<file path="src/rtl/mem_port_arbiter.sv">
// Arbitrates the single RAM data port between instruction fetch and load/store.
// One transaction in flight: IDLE (grant) -> ACCESS (1 cycle, RAM enabled) -> RESP (hold until consumed).
module mem_port_arbiter #(
    parameter int STARVE_LIMIT = 4,
    parameter int CNT_W        = 4
) (
    input  logic        clk,
    input  logic        reset,

    input  logic        i_req_valid,
    output logic        i_req_ready,
    input  logic [63:0] i_req_addr,
    output logic        i_resp_valid,
    input  logic        i_resp_ready,
    output logic [31:0] i_resp_instr,
    output logic [1:0]  i_resp_exc,

    input  logic        d_req_valid,
    output logic        d_req_ready,
    input  logic [63:0] d_req_addr,
    input  logic [63:0] d_req_data,
    input  logic [1:0]  d_req_memo,
    input  logic [7:0]  d_req_mask,
    output logic        d_resp_valid,
    input  logic        d_resp_ready,
    output logic [63:0] d_resp_data,
    output logic [1:0]  d_resp_exc,

    output logic        m_enable,
    output logic [63:0] m_addr,
    output logic [63:0] m_data,
    output logic [1:0]  m_memo,
    output logic [7:0]  m_mask,
    input  logic [63:0] m_resp,
    input  logic [1:0]  m_exc
);

    // Handshake rule for all four channels: a transfer happens on the rising
    // edge where valid && ready are both 1; the sender holds valid and its
    // payload stable until then, and the arbiter never withdraws ready early.

    localparam logic [CNT_W-1:0] LIMIT = CNT_W'(STARVE_LIMIT);

    typedef enum logic [1:0] {
        S_IDLE   = 2'd0,
        S_ACCESS = 2'd1,
        S_RESP   = 2'd2
    } state_t;

    state_t            state_q, state_d;
    logic              owner_data_q, owner_data_d;
    logic [CNT_W-1:0]  streak_q, streak_d;

    logic [63:0]       m_addr_q, m_addr_d;
    logic [63:0]       m_data_q, m_data_d;
    logic [1:0]        m_memo_q, m_memo_d;
    logic [7:0]        m_mask_q, m_mask_d;

    logic [31:0]       i_instr_q, i_instr_d;
    logic [1:0]        i_exc_q, i_exc_d;
    logic [63:0]       d_data_q, d_data_d;
    logic [1:0]        d_exc_q, d_exc_d;

    logic              starve;
    logic              grant_d;
    logic              grant_i;

    // A pending fetch that has watched LIMIT data grants in a row takes precedence.
    assign starve  = i_req_valid && (streak_q == LIMIT);
    assign grant_d = d_req_valid && !starve;
    assign grant_i = !grant_d && i_req_valid;

    always_comb begin
        state_d      = state_q;
        owner_data_d = owner_data_q;
        streak_d     = streak_q;
        m_addr_d     = m_addr_q;
        m_data_d     = m_data_q;
        m_memo_d     = m_memo_q;
        m_mask_d     = m_mask_q;
        i_instr_d    = i_instr_q;
        i_exc_d      = i_exc_q;
        d_data_d     = d_data_q;
        d_exc_d      = d_exc_q;
        i_req_ready  = 1'b0;
        d_req_ready  = 1'b0;

        case (state_q)
            S_IDLE: begin
                if (grant_d) begin
                    d_req_ready  = 1'b1;
                    owner_data_d = 1'b1;
                    m_addr_d     = d_req_addr;
                    m_data_d     = d_req_data;
                    m_memo_d     = d_req_memo;
                    m_mask_d     = d_req_mask;
                    if (!i_req_valid) begin
                        streak_d = '0;
                    end else if (streak_q != LIMIT) begin
                        streak_d = streak_q + 1'b1;
                    end
                    state_d = S_ACCESS;
                end else if (grant_i) begin
                    i_req_ready  = 1'b1;
                    owner_data_d = 1'b0;
                    m_addr_d     = i_req_addr;
                    m_data_d     = '0;
                    m_memo_d     = 2'b00;
                    m_mask_d     = 8'hFF;
                    streak_d     = '0;
                    state_d      = S_ACCESS;
                end
            end
            S_ACCESS: begin
                if (owner_data_q) begin
                    d_data_d = m_resp;
                    d_exc_d  = m_exc;
                end else begin
                    i_instr_d = m_resp[31:0];
                    // Out-of-bounds from the RAM outranks fetch misalignment.
                    if (m_exc == 2'b10) begin
                        i_exc_d = 2'b10;
                    end else if (m_addr_q[0]) begin
                        i_exc_d = 2'b01;
                    end else begin
                        i_exc_d = 2'b00;
                    end
                end
                state_d = S_RESP;
            end
            S_RESP: begin
                if (owner_data_q ? d_resp_ready : i_resp_ready) begin
                    state_d = S_IDLE;
                end
            end
            default: state_d = S_IDLE;
        endcase
    end

    always_ff @(posedge clk or posedge reset) begin
        if (reset) begin
            state_q      <= S_IDLE;
            owner_data_q <= 1'b1;
            streak_q     <= '0;
            m_addr_q     <= '0;
            m_data_q     <= '0;
            m_memo_q     <= '0;
            m_mask_q     <= '0;
            i_instr_q    <= '0;
            i_exc_q      <= '0;
            d_data_q     <= '0;
            d_exc_q      <= '0;
        end else begin
            state_q      <= state_d;
            owner_data_q <= owner_data_d;
            streak_q     <= streak_d;
            m_addr_q     <= m_addr_d;
            m_data_q     <= m_data_d;
            m_memo_q     <= m_memo_d;
            m_mask_q     <= m_mask_d;
            i_instr_q    <= i_instr_d;
            i_exc_q      <= i_exc_d;
            d_data_q     <= d_data_d;
            d_exc_q      <= d_exc_d;
        end
    end

    // Enable decodes straight from the state flop so reset kills a write at once.
    assign m_enable     = (state_q == S_ACCESS);
    assign m_addr       = m_addr_q;
    assign m_data       = m_data_q;
    assign m_memo       = m_memo_q;
    assign m_mask       = m_mask_q;

    assign i_resp_valid = (state_q == S_RESP) && !owner_data_q;
    assign i_resp_instr = i_instr_q;
    assign i_resp_exc   = i_exc_q;
    assign d_resp_valid = (state_q == S_RESP) && owner_data_q;
    assign d_resp_data  = d_data_q;
    assign d_resp_exc   = d_exc_q;

endmodule

</file>
<file path="config.mk">
export PLATFORM = sky130hd
export DESIGN_NAME = mem_port_arbiter
export DESIGN_NICKNAME = d
export VERILOG_FILES = /design/src/rtl/mem_port_arbiter.sv
export SDC_FILE = /design/constraint.sdc
export NUM_CORES = 1
export LEC_CHECK = 0
export BUFFER_PORTS_ARGS = -buffer_cell sky130_fd_sc_hd__buf_2
export CAP_MARGIN = 20
export CELL_PAD_IN_SITES_DETAIL_PLACEMENT = 1
export CELL_PAD_IN_SITES_GLOBAL_PLACEMENT = 1
export CORE_AREA = 2 2 202 204
export DETAILED_ROUTE_END_ITERATION = 7
export DIE_AREA = 0 0 204 206
export PLACE_DENSITY = 0.72
export SYNTH_ARGS = -nofsm -noshare
export SYNTH_HDL_FRONTEND = slang
export SYNTH_SLANG_ARGS = --single-unit
</file>
<file path="constraint.sdc">
create_clock -name clk -period 8 [get_ports clk]
set_input_delay 0.4 -clock clk [delete_from_list [all_inputs] [get_ports clk]]
set_output_delay 0.4 -clock clk [all_outputs]
set_load 0.005 [all_outputs]
</file>
# ---- After elaboration in Yosys (flattened, before gate mapping)
# Index checks and enable logic that the tools add are counted.
dict set report totals {
  register_bits 245
  word_cells 62
}
dict set report op_classes {
  addsub 1
  eq_ne 8
  muxes 26
  bitwise 1
  n_reduce_logical 15
}
# cell count
set op_table {}
lappend op_table {{2-to-1 mux 64 bit} 4}
lappend op_table {{2-to-1 mux 4 bit} 4}
lappend op_table {{2-to-1 mux 8 bit} 2}
lappend op_table {{2-to-1 mux 2 bit} 6}
lappend op_table {{2-to-1 mux 1 bit} 9}
lappend op_table {{AND reduction 2 bit} 4}
lappend op_table {{case mux 2 bit (3 select lines)} 1}
lappend op_table {{logical AND 1 bit} 5}
lappend op_table {{adder 4 x 1 -> 4 bit, second input constant} 1}
lappend op_table {{== test 2 bit, second input constant} 2}
lappend op_table {{== test 4 x 3 -> 1 bit, second input constant} 1}
lappend op_table {{inequality test 4 x 3 -> 1 bit, second input constant} 1}
lappend op_table {{zero test 1 bit} 3}
lappend op_table {{inequality test 3 x 2 -> 1 bit, second input constant} 1}
lappend op_table {{inequality test 3 bit, second input constant} 1}
lappend op_table {{AND reduction 3 bit} 1}
lappend op_table {{== test 2 x 1 -> 1 bit, second input constant} 1}
lappend op_table {{zero test 2 bit} 1}
lappend op_table {{inequality test 2 bit, second input constant} 1}
lappend op_table {{nonzero test 2 bit} 1}
lappend op_table {{inverter 1 bit} 1}

# ---- Longest topological paths before layout
# Gate-level depths: netlist (run 1).
dict set report logic_depth {
  ltp_word 9
  depth_mapped 8
  ltp_nobuf 6
}

# ---- Worst setup path before layout (run 1)
# OpenSTA, ideal clock, no wires.
dict set report synth_timing {
  kind {register to output}
  from {register streak_q[0]}
  to {output i_req_ready}
  arrival_time_ns 1.367
  t_required_ns 7.600
  setup_slack_ns 6.233
  path_stages_with_launch 8
  n_path_buf 2
  path_cell_list {dfrtp_1 inv_1 ha_1 nand4b_1 and2_1 clkbuf_1 clkbuf_1 nor2_1}
}
dict set report synth_between {
  elab_chain_len 9
}
# item line
set synth_lines {}
lappend synth_lines {{from (decl)} 52} ;# logic [CNT_W-1:0] streak_q, streak_d;
lappend synth_lines {{from (signal assigned)} 156} ;# streak_q <= streak_d;
lappend synth_lines {{== test 4 x 3 -> 1 bit *} 69} ;# assign starve = i_req_valid && (streak_q == LIMIT);
lappend synth_lines {{logical AND 1 bit *} 69}
lappend synth_lines {{zero test 1 bit *} 70} ;# assign grant_d = d_req_valid && !starve;
lappend synth_lines {{logical AND 1 bit *} 70}
lappend synth_lines {{zero test 1 bit} 71} ;# assign grant_i = !grant_d && i_req_valid;
lappend synth_lines {{logical AND 1 bit} 71}
lappend synth_lines {{2-to-1 mux 1 bit} 103} ;# end else if (grant_i) begin
lappend synth_lines {{2-to-1 mux 1 bit *} 90} ;# if (grant_d) begin
lappend synth_lines {{2-to-1 mux 1 bit *} 88} ;# case (state_q)
lappend synth_lines {{to (decl)} 11} ;# output logic i_req_ready,
# Mark *: on every way between the ends. The rest lies on a longest branch, timed or not.

# ---- Final worst setup path (run 1)
dict set report layout_timing {
  from {register state_q[1]}
  to {output d_req_ready}
}
dict set report layout_between {
  elab_chain_len 2
}
# item line
set layout_lines {}
lappend layout_lines {{from (decl)} 50} ;# state_t state_q, state_d;
lappend layout_lines {{from (signal assigned)} 154} ;# state_q <= state_d;
lappend layout_lines {{zero test 2 bit} 88}
lappend layout_lines {{2-to-1 mux 1 bit} 88}
lappend layout_lines {{to (decl)} 19} ;# output logic d_req_ready,
# No other way between the ends.

==> summary.md, run 1 <==
| Metric | Value |
|---|---|
| Yosys cell types | `36` |
| Post-layout nets | `between 1500 and 2000` |
| Sw Ratio | `0.348` |
| Switching Power | `just over 2 mW` |
| Full die area | `42000 sq um` |
| Top area cells in the synthesized netlist | `dfrtp_1 (60%), mux2_2 (6.2%), mux2_4 (5.9%), a22o_1 (5.6%), o221ai_1 (5.5%)` |
| Most frequent cell after synthesis | `dfrtp_1` |
| Gr ovfl total | `0` |
| Tcrit/Tclk final | `0.470` |
| Vias per cell | `around 4.8` |
| Arrival time worst endpoint | `around 3.4 ns` |
| Vias | `between 8000 and 9000` |
| Slew headroom | `0.368` |
| Ports | `about 520` |
| DRC errors left | `0` |
| Syn nets | `1068` |
| Layout Skew | `approximately 0.0093 ns` |
| F_max | `around 0.27 GHz` |
| Gate power share | `0.393` |
| Max Slew Vio Count | `0` |
| Latest clock arrival within the worst-skew pair | `0.55 ns` |
| Min Tclk post-route | `roughly 3.8 ns` |
| WS Path Type | `flip-flop to output port` |
| Sequential fraction of the synthesis area | `0.598` |
| Initial Util | `0.255` |
| Most used DFF post-synth | `dfrtp_1` |
| Post-Syn Instances | `slightly below 800` |
| R2R Path End | `m_data[7]` |
| CTS Root Cell | `clkbuf_16` |
| Clk slew on worst S/H paths | `around 0.06 ns` |
| Ys async rst share | `1.00` |
| TritonRoute pass-1 iters | `4` |
| Post-Synthesis Mean Instance Area | `12.9 sq um` |
| Count of max-cap constraint violations | `0` |
| Internal Power | `between 3 and 4 mW` |
| Routed WL | `37200 um` |
| Share of layout cells above drive strength 1 | `0.525` |
| Clock buffer count from CTS | `28` |
| Hold Crit Class | `input port to asynchronous set/reset pin` |
| Antenna violations before repair | `8` |
| Core area | `approximately 40000 sq um` |
| Pwr Total | `5.97 mW` |
| First-pass GRT wire length | `around 55000 um` |
| Worst setup path startpoint | `state_q[1]` |
| Placed Cells | `1777` |
| R2R setup slack | `roughly 5.1 ns` |
| Reg2reg start | `state_q[1]` |
| Max FO, Critical Path | `~60` |
| # H-tree levels | `1` |
| Share of the synthesized area in the top cell type | `0.596` |
| Final Wtd Congestion | `about 0.84` |
| # rows | `74` |
| Power Density | `421 nW/um^2` |
| RSZ-0062 raised after global routing | `false` |
| Largest net degree at the start of global routing | `between 100 and 150` |
| Reg power frac | `0.379` |
| Post-CTS setup repair buffer count | `0` |
| Vias in the first global route | `9202` |
| Post-DRT Antenna Nets | `0` |
| CTS tree | `built` |
| Die W | `204 um` |
| Synthesized cell area | `just over 10000 sq um` |
| Setup crit end | `d_req_ready` |
| Post-synth EDFFs | `0` |
| Clk sinks | `roughly 250` |
| Startpoint class of the critical path | `flip-flop` |
| PnR worst setup slack | `about 4.2 ns` |
| Worst reg-to-reg path cell count | `6` |
| Setup TNS | `0 ns` |
| Hold_buf cts | `0` |
| DRT iter0 DRCs | `between 400 and 500` |
| Clock power frac | `0.228` |
| Static Leak | `7.19 nW` |
| Routed WL per cell | `between 20 and 25 um` |
| Hold Vio Cnt, Final | `0` |
| CTS max path bufs | `3` |
| # fillers | `about 4600` |
| Worst setup EP type | `output port` |
| Flops & latches, synth | `between 200 and 250` |
| CP required | `approximately 7.6 ns` |
| Area leader, netlist | `dfrtp_1` |
| Setup slack at placement | `~4.7 ns` |
| Commonest cells post-synth | `dfrtp_1 (244), inv_1 (71), a22o_1 (66), nand3_1 (66)` |
| GRT Overall Usage | `0.168` |
| Die H | `between 200 and 250 um` |
| Yosys warning total | `0` |
| Fin cells | `around 1800` |
| PortBufs | `~520` |
| CTS resizes | `0` |
| # setup viols final | `0` |
| Slew @ Worst Pin | `roughly 0.95 ns` |
| Finished Core Util | `0.353` |
| Area grow syn2layout | `38.5%` |
| DP HPWL | `approximately 26000 um` |
| Peak supply drop | `~0.14 mV` |
| Status | `finished clean` |
## metal layers
layer  global-route usage  vias to the layer above  wire, um
li1                     -                     3922         -
met1                0.199                     4416     14700
met2                0.292                      366     18400
met3               0.0470                       64      3010
met4               0.0554                        8       981
met5                    0                        -        55
## logic make-up (layout without fill, tap and decap cells)
logic type | count (synthesis) | after routing | share of synthesized area
flops | 245 | 245 | 0.598
simple gates | 149 | 149 | 0.0847
buf+inv | 149 | 653 | 0.0660
compound gates | 146 | 146 | 0.123
mux | 101 | 101 | 0.125
fa+ha+maj | 2 | 2 | 0.00244
other cells | 0 | 4 | 0
## area by class of cell
class / instances / area (sq um) / share of cell area
Inverter: 73 / 282 / 0.0198
Clock inverter: 7 / 119 / 0.00837
Timing Repair Buffer: 529 / 2680 / 0.189
Sequential cell: 245 / 6130 / 0.432
Tap cell: 532 / 666 / 0.0469
Multi-Input combinational cell: 398 / 3450 / 0.243
Clock buffer: 44 / 862 / 0.0607
Antenna cell: 4 / 10.0 / 0.000705
## sequential cells by signal (all words and copies together), names as in the netlist
signal        count
m_data           64
d_resp_exc        2
i_resp_exc        2
owner_data_q      1
m_mask            8
i_resp_instr     32
state_q           2
d_resp_data      64
m_addr           64
m_memo            2
streak_q          4
## power by group through the flow
stage / Sequential (mW) / Clock (mW) / Combinational [mW]
floorplan: 2.27 / 0 / 1.29
global placement: 2.25 / 0 / 2.31
detailed placement: 2.27 / 0 / 2.38
CTS: 2.27 / 1.40 / 2.39
global route: 2.35 / 1.45 / 2.58
finish: 2.26 / 1.36 / 2.35
## through the flow
step	hold WS, ns	instance area [sq um]
detailed placement	0.472	13200
CTS	0.0387	14200
floorplan	0.483	10300
global route	0.0517	14200
global placement	0.464	13200
finish	0.0555	14200
## critical path: stages, from the launching register on
cell and delay (ns):
dfrtp_1 0.49, nor2_4 0.14, buf_4 0.53, nand3_2 0.48, inv_2 0.37, buf_4 0.55
buf_2 0.22
## cells in the final DEF (no fill, tap or decap), drive strengths merged
cell,Yosys,routed
o21ai,3,3
nand3,67,67
clkbuf,25,44
nand4b,1,1
clkinv,0,1
inv,73,74
nand2,5,5
nand4,64,64
nor3b,1,1
dfstp,1,1
o22ai,2,2
o21bai,1,1
nand2b,2,2
and2,1,1
nor3,1,1
or4b,1,1
mux2,100,100
diode,0,4
nor2b,1,1
ha,2,2
or2,1,1
o221ai,64,64
bufinv,0,3
mux2i,1,1
a32o,2,2
a22o,66,66
nor2,4,4
dfrtp,244,244
buf,51,529
clkinvlp,0,2
o22a,8,8
## worst min-delay path by stage
stage | endpoint | cells past startpoint
2_1_floorplan | i_resp_instr[15] | 1
3_3_place_gp | m_mask[2] | 1
3_5_place_dp | m_mask[6] | 1
4_1_cts | m_data[5] | 2
5_1_grt | m_data[9] | 2
6_report | d_resp_data[23] | 2
Note: power is estimated with default switching activity, not from simulation.
==> run 2: changes to the inputs <==
clock period = 3.9 ns   (was 8 ns; I/O delays follow)
==> summary.md, run 2 (synthesized netlist as in run 1, its figures left out) <==
| Metric | Value |
|---|---|
| Setup TNS | `0 ns (unchanged)` |
| PortBufs | `516 (unchanged)` |
| F_max | `about 0.32 GHz` |
| Startpoint class of the critical path | `flip-flop` |
| CTS Root Cell | `clkbuf_16` |
| Post-DP Area | `13300 sq um (+0.43%)` |
| # H-tree levels | `1 (unchanged)` |
| Final Wtd Congestion | `0.835 (-0.55%)` |
| Most frequent cells in the layout | `buf_2 (516), dlygate4sd3_1 (272), dfrtp_1 (244)` |
| Worst reg-to-reg path cell count | `8 (+2)` |
| Area grow syn2layout | `66.0%` |
| Routed WL per cell | `21.4 um (+5.4%)` |
| Full die area | `42000 sq um (unchanged)` |
| Layout Skew | `0.0123 ns (+0.00302 ns)` |
| Commonest non-fill, non-tap cell in the layout | `buf_2` |
| Slew headroom | `0.254 (-0.114)` |
| PnR worst setup slack | `0.729 ns (-3.51 ns)` |
| Clk slew on worst S/H paths | `0.06 ns (about the same)` |
| Initial Util | `0.255 (unchanged)` |
| Hold Crit Class | `input port to flip-flop` |
| Clk sinks | `245 (unchanged)` |
| Largest net degree at the start of global routing | `118 (-7.1%)` |
| Die W | `204 um (unchanged)` |
| Hold Vio Cnt, Final | `0 (unchanged)` |
| Placed Cells | `1780 (+0.17%)` |
| Design area | `17000 sq um (+20%)` |
| CP most frequent cell | `buf_4` |
| Min Tclk post-route | `3.17 ns` |
| Status | `finished clean` |
| Core area | `40200 sq um (unchanged)` |
| # rows | `74 (unchanged)` |
| Vias per cell | `4.82 (+0.69%)` |
| DRT iter0 DRCs | `475 (+14%)` |
| CTS max path bufs | `3 (unchanged)` |
| DRC errors left | `0 (unchanged)` |
| Delay-heaviest family, CP | `buffers and inverters` |
| R2R setup slack | `0.73 ns (-4.35 ns)` |
| WS Path Type | `flip-flop to flip-flop` |
| CTS tree | `built` |
| Peak supply drop | `0.424 mV (+210%)` |
| Gr ovfl total | `0 (unchanged)` |
| Max Slew Vio Count | `0 (unchanged)` |
| Arrival time worst endpoint | `3.61 ns (+0.25 ns)` |
| Vias | `10200 (+16%)` |
| Latest clock arrival within the worst-skew pair | `0.57 ns (+0.02 ns)` |
| Die H | `206 um (unchanged)` |
| Critical path depth | `8 (+2)` |
| Clock buffer count from CTS | `31 (+11%)` |
| Setup slack at placement | `1.30 ns (-3.44 ns)` |
| CP required | `4.34 ns (-3.26 ns)` |
| Slew @ Worst Pin | `1.12 ns (+0.171 ns)` |
| Post-DRT Antenna Nets | `0 (unchanged)` |
| TritonRoute pass-1 iters | `4 (unchanged)` |
| RSZ-0062 raised after global routing | `false` |
| GRT Overall Usage | `0.204 (+0.0367)` |
| Worst setup EP type | `flip-flop` |
| CTS resizes | `0 (unchanged)` |
| Power Density | `788 nW/um^2 (+87%)` |
| Count of max-cap constraint violations | `0 (unchanged)` |
| Routed WL | `45200 um (+21%)` |
| CP Cell Sequence | `inv_1 > ha_1 > nand4b_1 > buf_4 > and2_2 > buf_4 > o221ai_1 > dlygate4sd3_1` |
| Fin cells | `2110 (+15%)` |
| Share of layout cells above drive strength 1 | `0.439 (-0.0862)` |
| # setup viols final | `0 (unchanged)` |
| CP peak stage delay | `0.92 ns (+0.37 ns)` |
| Tcrit/Tclk final | `0.813` |
| Post-layout nets | `1830 (+18%)` |
| Max FO, Critical Path | `52 (-15%)` |
| Antenna violations before repair | `6 (-2)` |
| First-pass GRT wire length | `66500 um (+21%)` |
| DP HPWL | `26500 um (+0.85%)` |
| Static Leak | `8.41 nW (+17%)` |
| Buf+Inv Stages, Crit Path | `4 (unchanged)` |
| Pwr Total | `13.4 mW (+120%)` |
| Vias in the first global route | `11200 (+22%)` |
| Hold path depth | `4` |
| Ports | `517 (unchanged)` |
| Post-CTS setup repair buffer count | `0 (unchanged)` |
| CP max-delay cell | `and2_2` |
## run 2: final timing paths
path | from | end
setup / recovery | streak_q[0] | m_addr[50]
setup reg to reg | streak_q[0] | m_addr[50]
min in group asynchronous | reset | d_resp_data[50]
hold reg to reg | m_mask[0] | m_mask[0]
max in group asynchronous | reset | m_addr[34]
hold / removal | d_req_valid | owner_data_q
## run 2: routing by layer
| layer | GRT usage | vias to the layer above | part of all wire |
|---|---|---|---|
| met5 | 0 | - | 0.00029 |
| met4 | 0.0960 | 2 | 0.044 |
| met3 | 0.0514 | 125 | 0.073 |
| met2 | 0.367 | 461 | 0.51 |
| met1 | 0.226 | 5125 | 0.37 |
| li1 | - | 4464 | - |
## run 2: cell type report
| cell class | instances | area (sq um) |
|---|---|---|
| Clock buffer | 41 | 893 |
| Tap cell | 532 | 666 |
| Antenna cell | 5 | 12.5 |
| Inverter | 73 | 278 |
| Sequential cell | 245 | 6130 |
| Multi-Input combinational cell | 398 | 3450 |
| Timing Repair Buffer | 805 | 5490 |
| Fill cell | 4471 | 23200 |
| Clock inverter | 11 | 100 |
## run 2: worst min-delay path, delay by kind of cell
| kind | cells | cell delay (ns) |
|---|---|---|
| buffers and inverters | 2 | 0.40 |
| AOI/OAI and AO/OA | 1 | 0.13 |
| and+or+nand+nor | 1 | 0.07 |
## run 2: what timing repair did
| item | 4_1_cts | 5_1_grt |
|---|---|---|
| endpoints found under the setup margin | 0 | 0 |
| endpoints found under the hold margin | 269 | 0 |
| hold buffers | 272 | 0 |
## run 2: stage by stage
step	util	hold WS [ns]
after global placement	0.330	0.344
after floorplan	-	0.330
after CTS	0.423	0.264
final	0.424	0.249
after detailed placement	0.330	0.338
after global routing	0.423	0.286
## run 2: report_power, final
group / total, mW / switching [mW] / internal [mW]
logic: 5.88 / 2.74 / 3.14
registers: 4.73 / 0.872 / 3.86
clock network: 2.81 / 1.15 / 1.66
